File: config.mk
export PLATFORM = sky130hd
export DESIGN_NAME = bcd_multi_digit_counter
export DESIGN_NICKNAME = d
export VERILOG_FILES = /design/src/rtl/bcd_pkg.sv /design/src/rtl/bcd_digit_step.sv /design/src/rtl/bcd_multi_digit_counter.sv
export SDC_FILE = /design/constraint.sdc
export NUM_CORES = 1
export LEC_CHECK = 0
export CORE_MARGIN = 2
export CORE_UTILIZATION = 53
export CTS_CLUSTER_DIAMETER = 150
export DETAILED_ROUTE_END_ITERATION = 8
export PLACE_DENSITY = 0.86
export SLEW_MARGIN = 20
export SYNTH_ARGS = -nofsm -noshare
export SYNTH_HDL_FRONTEND = slang
export SYNTH_SLANG_ARGS = --single-unit
File: constraint.sdc
create_clock -name CLK -period 4.4 [get_ports CLK]
set_input_delay 0.88 -clock CLK [delete_from_list [all_inputs] [get_ports CLK]]
set_output_delay 0.88 -clock CLK [all_outputs]
set_load 0.005 [all_outputs]
File: src/rtl/bcd_pkg.sv
// Shared BCD types, constants and digit-vector helpers for the multi-digit counter.
package bcd_pkg;

   typedef logic [3:0] bcd_digit_t;

   localparam bcd_digit_t BCD_MAX    = 4'd9;
   // Widest counter the vector helpers cover; callers zero-extend into this width.
   localparam int         MAX_DIGITS = 16;

   function automatic logic is_bcd(input bcd_digit_t nibble);
      return nibble <= BCD_MAX;
   endfunction

   function automatic logic all_nines(input logic [4*MAX_DIGITS-1:0] v, input int n);
      for (int i = 0; i < MAX_DIGITS; i++)
         if (i < n && v[4*i +: 4] != BCD_MAX) return 1'b0;
      return 1'b1;
   endfunction

   function automatic logic all_zeros(input logic [4*MAX_DIGITS-1:0] v, input int n);
      for (int i = 0; i < MAX_DIGITS; i++)
         if (i < n && v[4*i +: 4] != 4'd0) return 1'b0;
      return 1'b1;
   endfunction

endpackage

File: src/rtl/bcd_digit_step.sv
// One combinational BCD decade: next value plus a wrap flag that feeds the higher digit's enable.
module bcd_digit_step
   import bcd_pkg::*;
(
   input  bcd_digit_t digit,
   input  logic       step_en,
   input  logic       up,
   output bcd_digit_t next_digit,
   output logic       wrap
);

   always_comb begin
      // wrap is independent of step_en so the caller can AND it into the chain
      wrap       = up ? (digit == BCD_MAX) : (digit == 4'd0);
      next_digit = digit;
      if (step_en) begin
         if (wrap)    next_digit = up ? 4'd0 : BCD_MAX;
         else if (up) next_digit = digit + 4'd1;
         else         next_digit = digit - 4'd1;
      end
   end

endmodule

File: src/rtl/bcd_multi_digit_counter.sv
// DIGITS-decade BCD up/down counter with validated parallel load, optional saturation,
// registered carry/borrow pulse and combinational terminal count.
module bcd_multi_digit_counter
   import bcd_pkg::*;
#(
   parameter int DIGITS   = 4,
   parameter bit SATURATE = 1'b0
) (
   input  logic                CLK,
   input  logic                CLR,
   input  logic                ENABLE,
   input  logic                LOAD,
   input  logic                UP,
   input  logic [4*DIGITS-1:0] D,
   output logic [4*DIGITS-1:0] Q,
   output logic                CO,
   output logic                TC,
   output logic                ERR
);

   logic [DIGITS-1:0]       step_en;
   logic [DIGITS-1:0]       wrap;
   logic [4*DIGITS-1:0]     q_next;
   logic [4*MAX_DIGITS-1:0] q_ext;
   logic                    load_ok;
   logic                    at_limit;

   for (genvar i = 0; i < DIGITS; i++) begin : g_digit
      if (i == 0) begin : g_lsd
         assign step_en[i] = 1'b1;
      end else begin : g_chain
         assign step_en[i] = step_en[i-1] & wrap[i-1];
      end

      bcd_digit_step u_digit (
         .digit      (Q[4*i +: 4]),
         .step_en    (step_en[i]),
         .up         (UP),
         .next_digit (q_next[4*i +: 4]),
         .wrap       (wrap[i])
      );
   end

   // Whole counter sits at 9..9 (up) or 0..0 (down): the next count wraps or saturates.
   assign at_limit = step_en[DIGITS-1] & wrap[DIGITS-1];

   always_comb begin
      load_ok = 1'b1;
      for (int i = 0; i < DIGITS; i++)
         if (!is_bcd(D[4*i +: 4])) load_ok = 1'b0;
   end

   always_comb begin
      q_ext                 = '0;
      q_ext[4*DIGITS-1:0]   = Q;
   end

   assign TC = UP ? all_nines(q_ext, DIGITS) : all_zeros(q_ext, DIGITS);

   always_ff @(posedge CLK or posedge CLR) begin
      if (CLR) begin
         Q   <= '0;
         CO  <= 1'b0;
         ERR <= 1'b0;
      end else if (!ENABLE) begin
         CO  <= 1'b0;
      end else if (LOAD) begin
         CO  <= 1'b0;
         if (load_ok) begin
            Q   <= D;
            ERR <= 1'b0;
         end else begin
            ERR <= 1'b1;
         end
      end else begin
         ERR <= 1'b0;
         if (SATURATE && at_limit) begin
            CO <= 1'b0;
         end else begin
            Q  <= q_next;
            CO <= at_limit;
         end
      end
   end

endmodule

# Word level (Yosys, flattened, before mapping)
# Index checks and enable logic that the tools add are counted.
# totals
output_inout_bits	19
regBits	18
# op_classes
n_addsub	8
n_lt_le_gt_ge	4
eq_ne	9
muxes	67
n_reduce_logical	15
n_bitwise	3
# ops
operator	n
2-to-1 mux 1 bit	53
2-to-1 mux 4 bit	12
2-to-1 mux 16 bit	2
adder 4 x 1 -> 4 bit, second input constant	4
equality test 4 bit, second input constant	4
<= comparator 4 bit, second input constant	4
zero test 4 bit	4
inequality test 4 bit, second input constant	4
nonzero test 4 bit	4
subtractor 4 x 1 -> 4 bit, second input constant	4
AND reduction 3 bit	3
nonzero test 2 bit	3
AND 1 bit	3
inequality test 2 x 1 -> 1 bit, second input constant	1
AND reduction 2 bit	1

# Logic depth before layout (Yosys ltp)
# Gate-level depths: netlist of the first run.
# depth
ltp_word	10
depth_mapped	8

# Cells and area by module
# From an unflattened synthesis of the first run, not the netlist that was laid out.
# unflattened
cells_unflattened	198
hier_area_um2	1909.3
# by_module_without_submodules
module	seq_area_each_um2	area_per_inst_um2	cells_per_inst	instances
bcd_multi_digit_counter	450.4	1078.5	82	1
bcd_digit_step	0.0	207.7	29	4

# Worst setup path after synthesis of the first run
# No wires, ideal clock.
# synth_path
path_kind	input to register
from	input UP
to	register Q[15]
cell_stages	8
required_ps	4275
arrival_ps	2650
path_slack_ps	1626
cell_sequence	buf_2 -> inv_1 -> ha_1 -> nand3_1 -> and3b_1 -> o311a_1 -> a311o_1 -> mux2_2
# synth_between
elab_chain_len	5
word_cells_on_any_way	13
classes_between	mux: 9; bitwise: 2; reduce/logical: 2
# synth_lines
item	line_no	source
start, declared	bcd_multi_digit_counter.sv:13	input logic UP,
2-to-1 mux 1 bit	bcd_digit_step.sv:14	wrap = up ? (digit == BCD_MAX) : (digit == 4'd0);
AND 1 bit (2 in a row)	bcd_multi_digit_counter.sv:32	assign step_en[i] = step_en[i-1] & wrap[i-1];
nonzero test 2 bit (no line)	--	
AND reduction 3 bit (no line)	--	
end signal, assigned	bcd_multi_digit_counter.sv:80	Q <= q_next;
end, declared	bcd_multi_digit_counter.sv:15	output logic [4*DIGITS-1:0] Q,
# Several ways; a longest one is shown, not always the timed one. The select of a mux whose other input is x is not followed.
# A chain may end at the register's enable or synchronous reset.

# Final worst setup path of the first run
# layout_path
from	input UP
to	output TC
# layout_between
elab_chain_len	1
# layout_lines
item	line_no	source
2-to-1 mux 1 bit	bcd_multi_digit_counter.sv:58	assign TC = UP ? all_nines(q_ext, DIGITS) : all_zeros(q_ext, DIGITS);
end, declared	bcd_multi_digit_counter.sv:17	output logic TC,
# Every way passes these cells.

==> results of run 1 <==
## cells in the final DEF, fill, tap and decap left out, drive strengths merged, types with 4 or more instances in the layout
| master | n |
|---|---|
| a211oi | 5 |
| clkdlybuf4s50 | 39 |
| nand4 | 5 |
| nand2 | 8 |
| inv | 14 |
| xor2 | 4 |
| or3 | 4 |
| a21oi | 18 |
| nor2 | 10 |
| ha | 8 |
| fa | 4 |
| clkbuf | 4 |
| dfrtp | 18 |
| nand3 | 6 |
| o21ai | 17 |
| nor3 | 9 |
## report_power, final
| group | switching, mW | total [mW] | internal [mW] | leakage, nW |
|---|---|---|---|---|
| logic | 0.238 | 0.503 | 0.265 | 0.611 |
| registers | 0.0978 | 0.317 | 0.219 | 0.215 |
| clock network | 0.0603 | 0.111 | 0.0505 | 0.0210 |
| total | 0.396 | 0.931 | 0.534 | 0.847 |
## how the worst min path moves through the flow
stage,from,endpoint,depth (start not counted)
floorplan,ERR,ERR,1
global placement,ERR,ERR,1
detailed placement,ERR,ERR,1
CTS,ERR,ERR,1
global route,ERR,ERR,1
finish,ERR,ERR,1
## area by class of cell
| class | count | area, um^2 | area share (%) |
|---|---|---|---|
| tap | 31 | 38.79 | 1.915 |
| timing repair buffer | 42 | 412.9 | 20.38 |
| sequential | 18 | 450.4 | 22.24 |
| inverter | 14 | 52.55 | 2.594 |
| clock buffer | 4 | 36.28 | 1.791 |
| multi-input combinational | 143 | 1035 | 51.08 |
## critical path, cell delays in order
cell             delay [ps]
clkdlybuf4s50_1         620
nand3_1                 150
nor4_1                  320
o2111a_1                240
clkdlybuf4s50_1         500
## logic make-up (layout without fill, tap and decap cells)
kind of cell | after synthesis | after routing | share of synthesized area [%]
flip-flops | 18 | 18 | 28.62
buffers and inverters | 23 | 60 | 5.644
AO/OA/AOI/OAI | 67 | 67 | 30.13
XOR/XNOR | 4 | 4 | 2.226
multiplexers | 4 | 4 | 2.703
AND/OR/NAND/NOR | 56 | 56 | 19.24
adder cells (fa/ha/maj) | 12 | 12 | 11.45
## registers in the layout (all words and copies together), names as in the netlist
register / cells
Q: 16
CO: 1
ERR: 1
## routing by layer
layer  global-route usage (%)  vias to the layer above
li1                         -                      765
met1                    36.67                      788
met2                    45.26                       84
met3                    3.297                       19
met4                    10.63                        0
met5                        0                        -
## per-stage QoR
stage | area (um^2) | instances | worst slack, ps
2_1_floorplan | 1574 | 184 | 1626
3_3_place_gp | 1989 | 248 | 866.2
3_5_place_dp | 1989 | 248 | 821.9
4_1_cts | 2026 | 252 | 822.8
5_1_grt | 2026 | 252 | 720.0
6_report | 2026 | 252 | 805.8
==> results.toml, run 1 <==
[critical_path]
endpoint = "TC"
r2r_start = "Q[14]"
end_kind = "output port"
start_kind = "primary input"
path_class = "in -> out"
r2r_slack_ps = 2200
worstPathRequired_ps = 3520
reg2reg_depth = 6
worstPathArrival_ps = 2710
rr_endpoint = "Q[15]"
path_max_fanout = 7
startpoint = "UP"

[global_route]
grt_pass1_wl_mm = 7.293
grtUsageTotal_pct = 27.43
grt_overflow = 0
antenna_found_initial = 0
grt_max_degree = 29
grt_pass1_vias = 1575

[clocking]
cts_hold_buf = 0
cts.sink_count = 18
clock_path_buffers = 2
cts_tree = "done"
clkLatencyLatePin_ps = 300
path_clk_slew_ps = 120
cts_max_level = 1
cts_buffers = 3
post_cts_resized = 0
post-cts-setup-buffer-count = 0
cts_root_buf = "clkbuf_4"

[floorplanning]
core.rowCount = 19
die_area_um2 = 3422
die_w_um = 58.50
start_util_pct = 56.59
die_h_um = 58.50
ios = 40
core-area_um2 = 2781

[pwr]
total_leakage_power_nw = 0.8469
irDropWorstVdd_mv = 0.3811
p_per_area_nw_per_um2 = 459.5
power_uw = 930.8

[flow_run]
max_cap_viol_count = 0

[timing]
skew_ps = 5.042
finalCritPeriodShare_pct = 81.69
setup_viol = 0
rsz0062_at_grt = "false"
fmax_mhz = 278.2
maxSlewViolCount = 0
tightest_slew_ps = 713.6
slew_headroom_pct = 52.37
min_period_ps = 3594
final-hold-violation-count = 0
whs_ps = 488.5
finalSetupTns_ps = 0

[logic_synthesis]
synthMostInstantiatedCell = "dfrtp_1"
ys_warn_count = 0
yosysTopAreaCell = "dfrtp_1"
synthTopCellsByCount = "dfrtp_1, a21oi_1, inv_1"
yosysSeqAreaShare_pct = 28.62
synthArstFlopShare_pct = 100.0
syn_nets = 217
netlist.area_leader.share_pct = 28.62
syn_area_um2 = 1574
synth_cells = 184
postSynthAreaPerCell_um2 = 8.554
synthFlopType = "dfrtp_1"
synth_area_leaders = "dfrtp_1, ha_1, a21oi_1"
synthDistinctLibCells = 50
ys_ff_latch = 18
synth_edf_count = 0

[detailed_routing]
drc_errors = 0
wl_mm = 4.445
dr.pass1.iters = 5
routed_via_density = 6.571
routed.top_layer = "met4"
wl_per_cell_um = 17.64
num_vias = 1656
wl_met1_mm = 1.790
met3_length_um = 352
wl_met2_mm = 2.181
drt_iter0_drc = 101
ant_nets = 0

[status]
status = "finished clean"

[placed_design]
gp_congestion = 0.9017
hpwlAfterDp_mm = 3.347
io_buffer_count = 39

[layout]
n_fill_cell = 224
n_antenna_cell = 0
drive_gt1_share_pct = 7.240
layout.nets = 255
area.growth.synth_to_final_pct = 28.70
finalCoreUtilization_pct = 72.83

[min_path]
worstHoldPathType = "reg -> reg"
Note: power is estimated with default switching activity, not from simulation.
==> inputs of run 2 (changes only) <==
--- a/config.mk
+++ b/config.mk
@@ -6,10 +6,10 @@
 export NUM_CORES = 1
 export LEC_CHECK = 0
 export CORE_MARGIN = 2
-export CORE_UTILIZATION = 53
+export CORE_UTILIZATION = 49
 export CTS_CLUSTER_DIAMETER = 150
 export DETAILED_ROUTE_END_ITERATION = 8
-export PLACE_DENSITY = 0.86
+export PLACE_DENSITY = 0.8
 export SLEW_MARGIN = 20
 export SYNTH_ARGS = -nofsm -noshare
 export SYNTH_HDL_FRONTEND = slang
==> constraint.sdc (replaced) <==
create_clock -name CLK -period 3.45 [get_ports CLK]
set_input_delay 0.69 -clock CLK [delete_from_list [all_inputs] [get_ports CLK]]
set_output_delay 0.69 -clock CLK [all_outputs]
set_load 0.005 [all_outputs]
==> run 2 against run 1 <==
Against the previous run: first-iteration DRC count up 44%; clock skew rose by 1.7 ps; clock power is essentially flat; flip-flop and latch count unchanged; wire length increased by 2.6%; highest routed layer unchanged; sequential share of layout area decreased by 0.35 points; largest power group unchanged; largest cell class unchanged.
==> results.toml, run 2 (synthesis results as in run 1) <==
[status]
status = "finished clean"

[clocking]
post-cts-setup-buffer-count = 0
post_cts_resized = 0
cts_root_buf = "clkbuf_4"
cts_max_level = 1
path_clk_slew_ps = 100
cts_buffers = 3
cts_tree = "done"
cts_hold_buf = 0
clock_path_buffers = 2
clkLatencyLatePin_ps = 310
cts.sink_count = 18

[pwr]
p_per_area_nw_per_um2 = 566.3
irDropWorstVdd_mv = 0.3375
power_mw = 1.165
total_leakage_power_nw = 0.8595

[global_route]
antenna_found_initial = 0
grt_max_degree = 19
grt_pass1_wl_mm = 7.521
grtUsageTotal_pct = 27.82
grt_overflow = 0
grt_pass1_vias = 1561

[floorplanning]
die_w_um = 60.68
ios = 40
start_util_pct = 51.56
die_h_um = 60.68
core.rowCount = 20
die_area_um2 = 3681
core-area_um2 = 3053

[detailed_routing]
dr.pass1.iters = 4
wl_per_cell_um = 17.02
wl_mm = 4.562
routed_via_density = 6.060
num_vias = 1624
drt_iter0_drc = 145
ant_nets = 0
drc_errors = 0

[timing]
final-hold-violation-count = 0
rsz0062_at_grt = "false"
whs_ps = 496.0
min_period_ps = 3083
setup_viol = 0
maxSlewViolCount = 0
skew_ps = 6.737
tightest_slew_ps = 742.5
finalCritPeriodShare_pct = 89.37
slew_headroom_pct = 50.45
fmax_mhz = 324.3
finalSetupTns_ps = 0

[critical_path]
path_class = "in -> out"
critPathMostFrequentCell = "clkdlybuf4s50_1"
worstPathRequired_ps = 2760
start_kind = "primary input"
reg2reg_depth = 5
cp_num_cells = 6
worstPathArrival_ps = 2390
path_max_fanout = 9
startpoint = "UP"
slowest_stage = "clkdlybuf4s50_1"
path_cells = "clkdlybuf4s50_1, buf_4, nor2_1, and4_1, o2111a_1, clkdlybuf4s50_1"
end_kind = "output port"
rr_endpoint = "Q[5]"
max_stage_delay_ps = 500
r2r_start = "Q[0]"
r2r_slack_ps = 1280
endpoint = "TC"
cp_top_family = "buffers and inverters"
path_buf_inv = 3

[placed_design]
io_buffer_count = 39
gp_congestion = 0.8846
hpwlAfterDp_mm = 3.470
postPlaceCellArea_um2 = 2036

[layout]
area.growth.synth_to_final_pct = 30.76
regArea_um2 = 450.4
largest_reg_flops = 16
n_antenna_cell = 0
final_cell_mix = "clkdlybuf4s50_1, dfrtp_1, a21oi_1"
n_fill_cell = 268
final_common_cell = "clkdlybuf4s50_1"
top_register = "Q"
largest_registers = "Q x16, CO x1, ERR x1"
multi_input_area_um2 = 1035
drive_gt1_share_pct = 8.482
design_area_um2 = 2058
layout.nets = 259

[min_path]
worstHoldPathType = "reg -> reg"

[flow_run]
max_cap_viol_count = 0
run 2: cell count changes in the layout (fill, tap and decap cells not counted), sizes merged:
| cell | before | now |
|---|---|---|
| buf | 3 | 7 |
| clkbuf | 4 | 3 |
run 2: worst min-delay path by stage:
stage	start	endpoint	slack (ps)	depth (start not counted)
floorplan	ERR	ERR	470	1
global placement	ERR	ERR	470	1
detailed placement	ERR	ERR	470	1
CTS	ERR	ERR	500	1
global route	ERR	ERR	520	1
finish	ERR	ERR	500	1
run 2: metal layers:
metal	wire length [um]	up-vias	track usage, %
met5	0	-	0
met3	266	7	5.330
met2	2180	63	45.16
met1	2062	780	37.25
met4	53	0	9.627
li1	-	774	-
run 2: layout make-up:
cell class	count	share of cell area [%]
repair buffers	46	21.52
inverters	14	2.553
clock buffers	3	1.094
well taps	44	2.675
flip-flops and latches	18	21.88
multi-input cells	143	50.27
run 2: per-stage QoR:
stage,instances,utilization [%],setup WS [ps]
after floorplan,184,-,865.5
after global placement,265,66.68,430.4
after detailed placement,265,66.68,340.9
after CTS,268,67.42,375.2
after global routing,268,67.42,299.3
final,268,67.42,366.7
run 2: power by group:
| group | switching, mW | internal (mW) |
|---|---|---|
| sequential | 0.131 | 0.280 |
| combinational | 0.302 | 0.342 |
| clock | 0.0701 | 0.0409 |
run 2: worst reg2reg max path: cells and delay by family, from the launching register on:
kind,cells,cell delay [ps]
AO/OA/AOI/OAI,4,1110
flip-flops,1,480
AND/OR/NAND/NOR,1,440
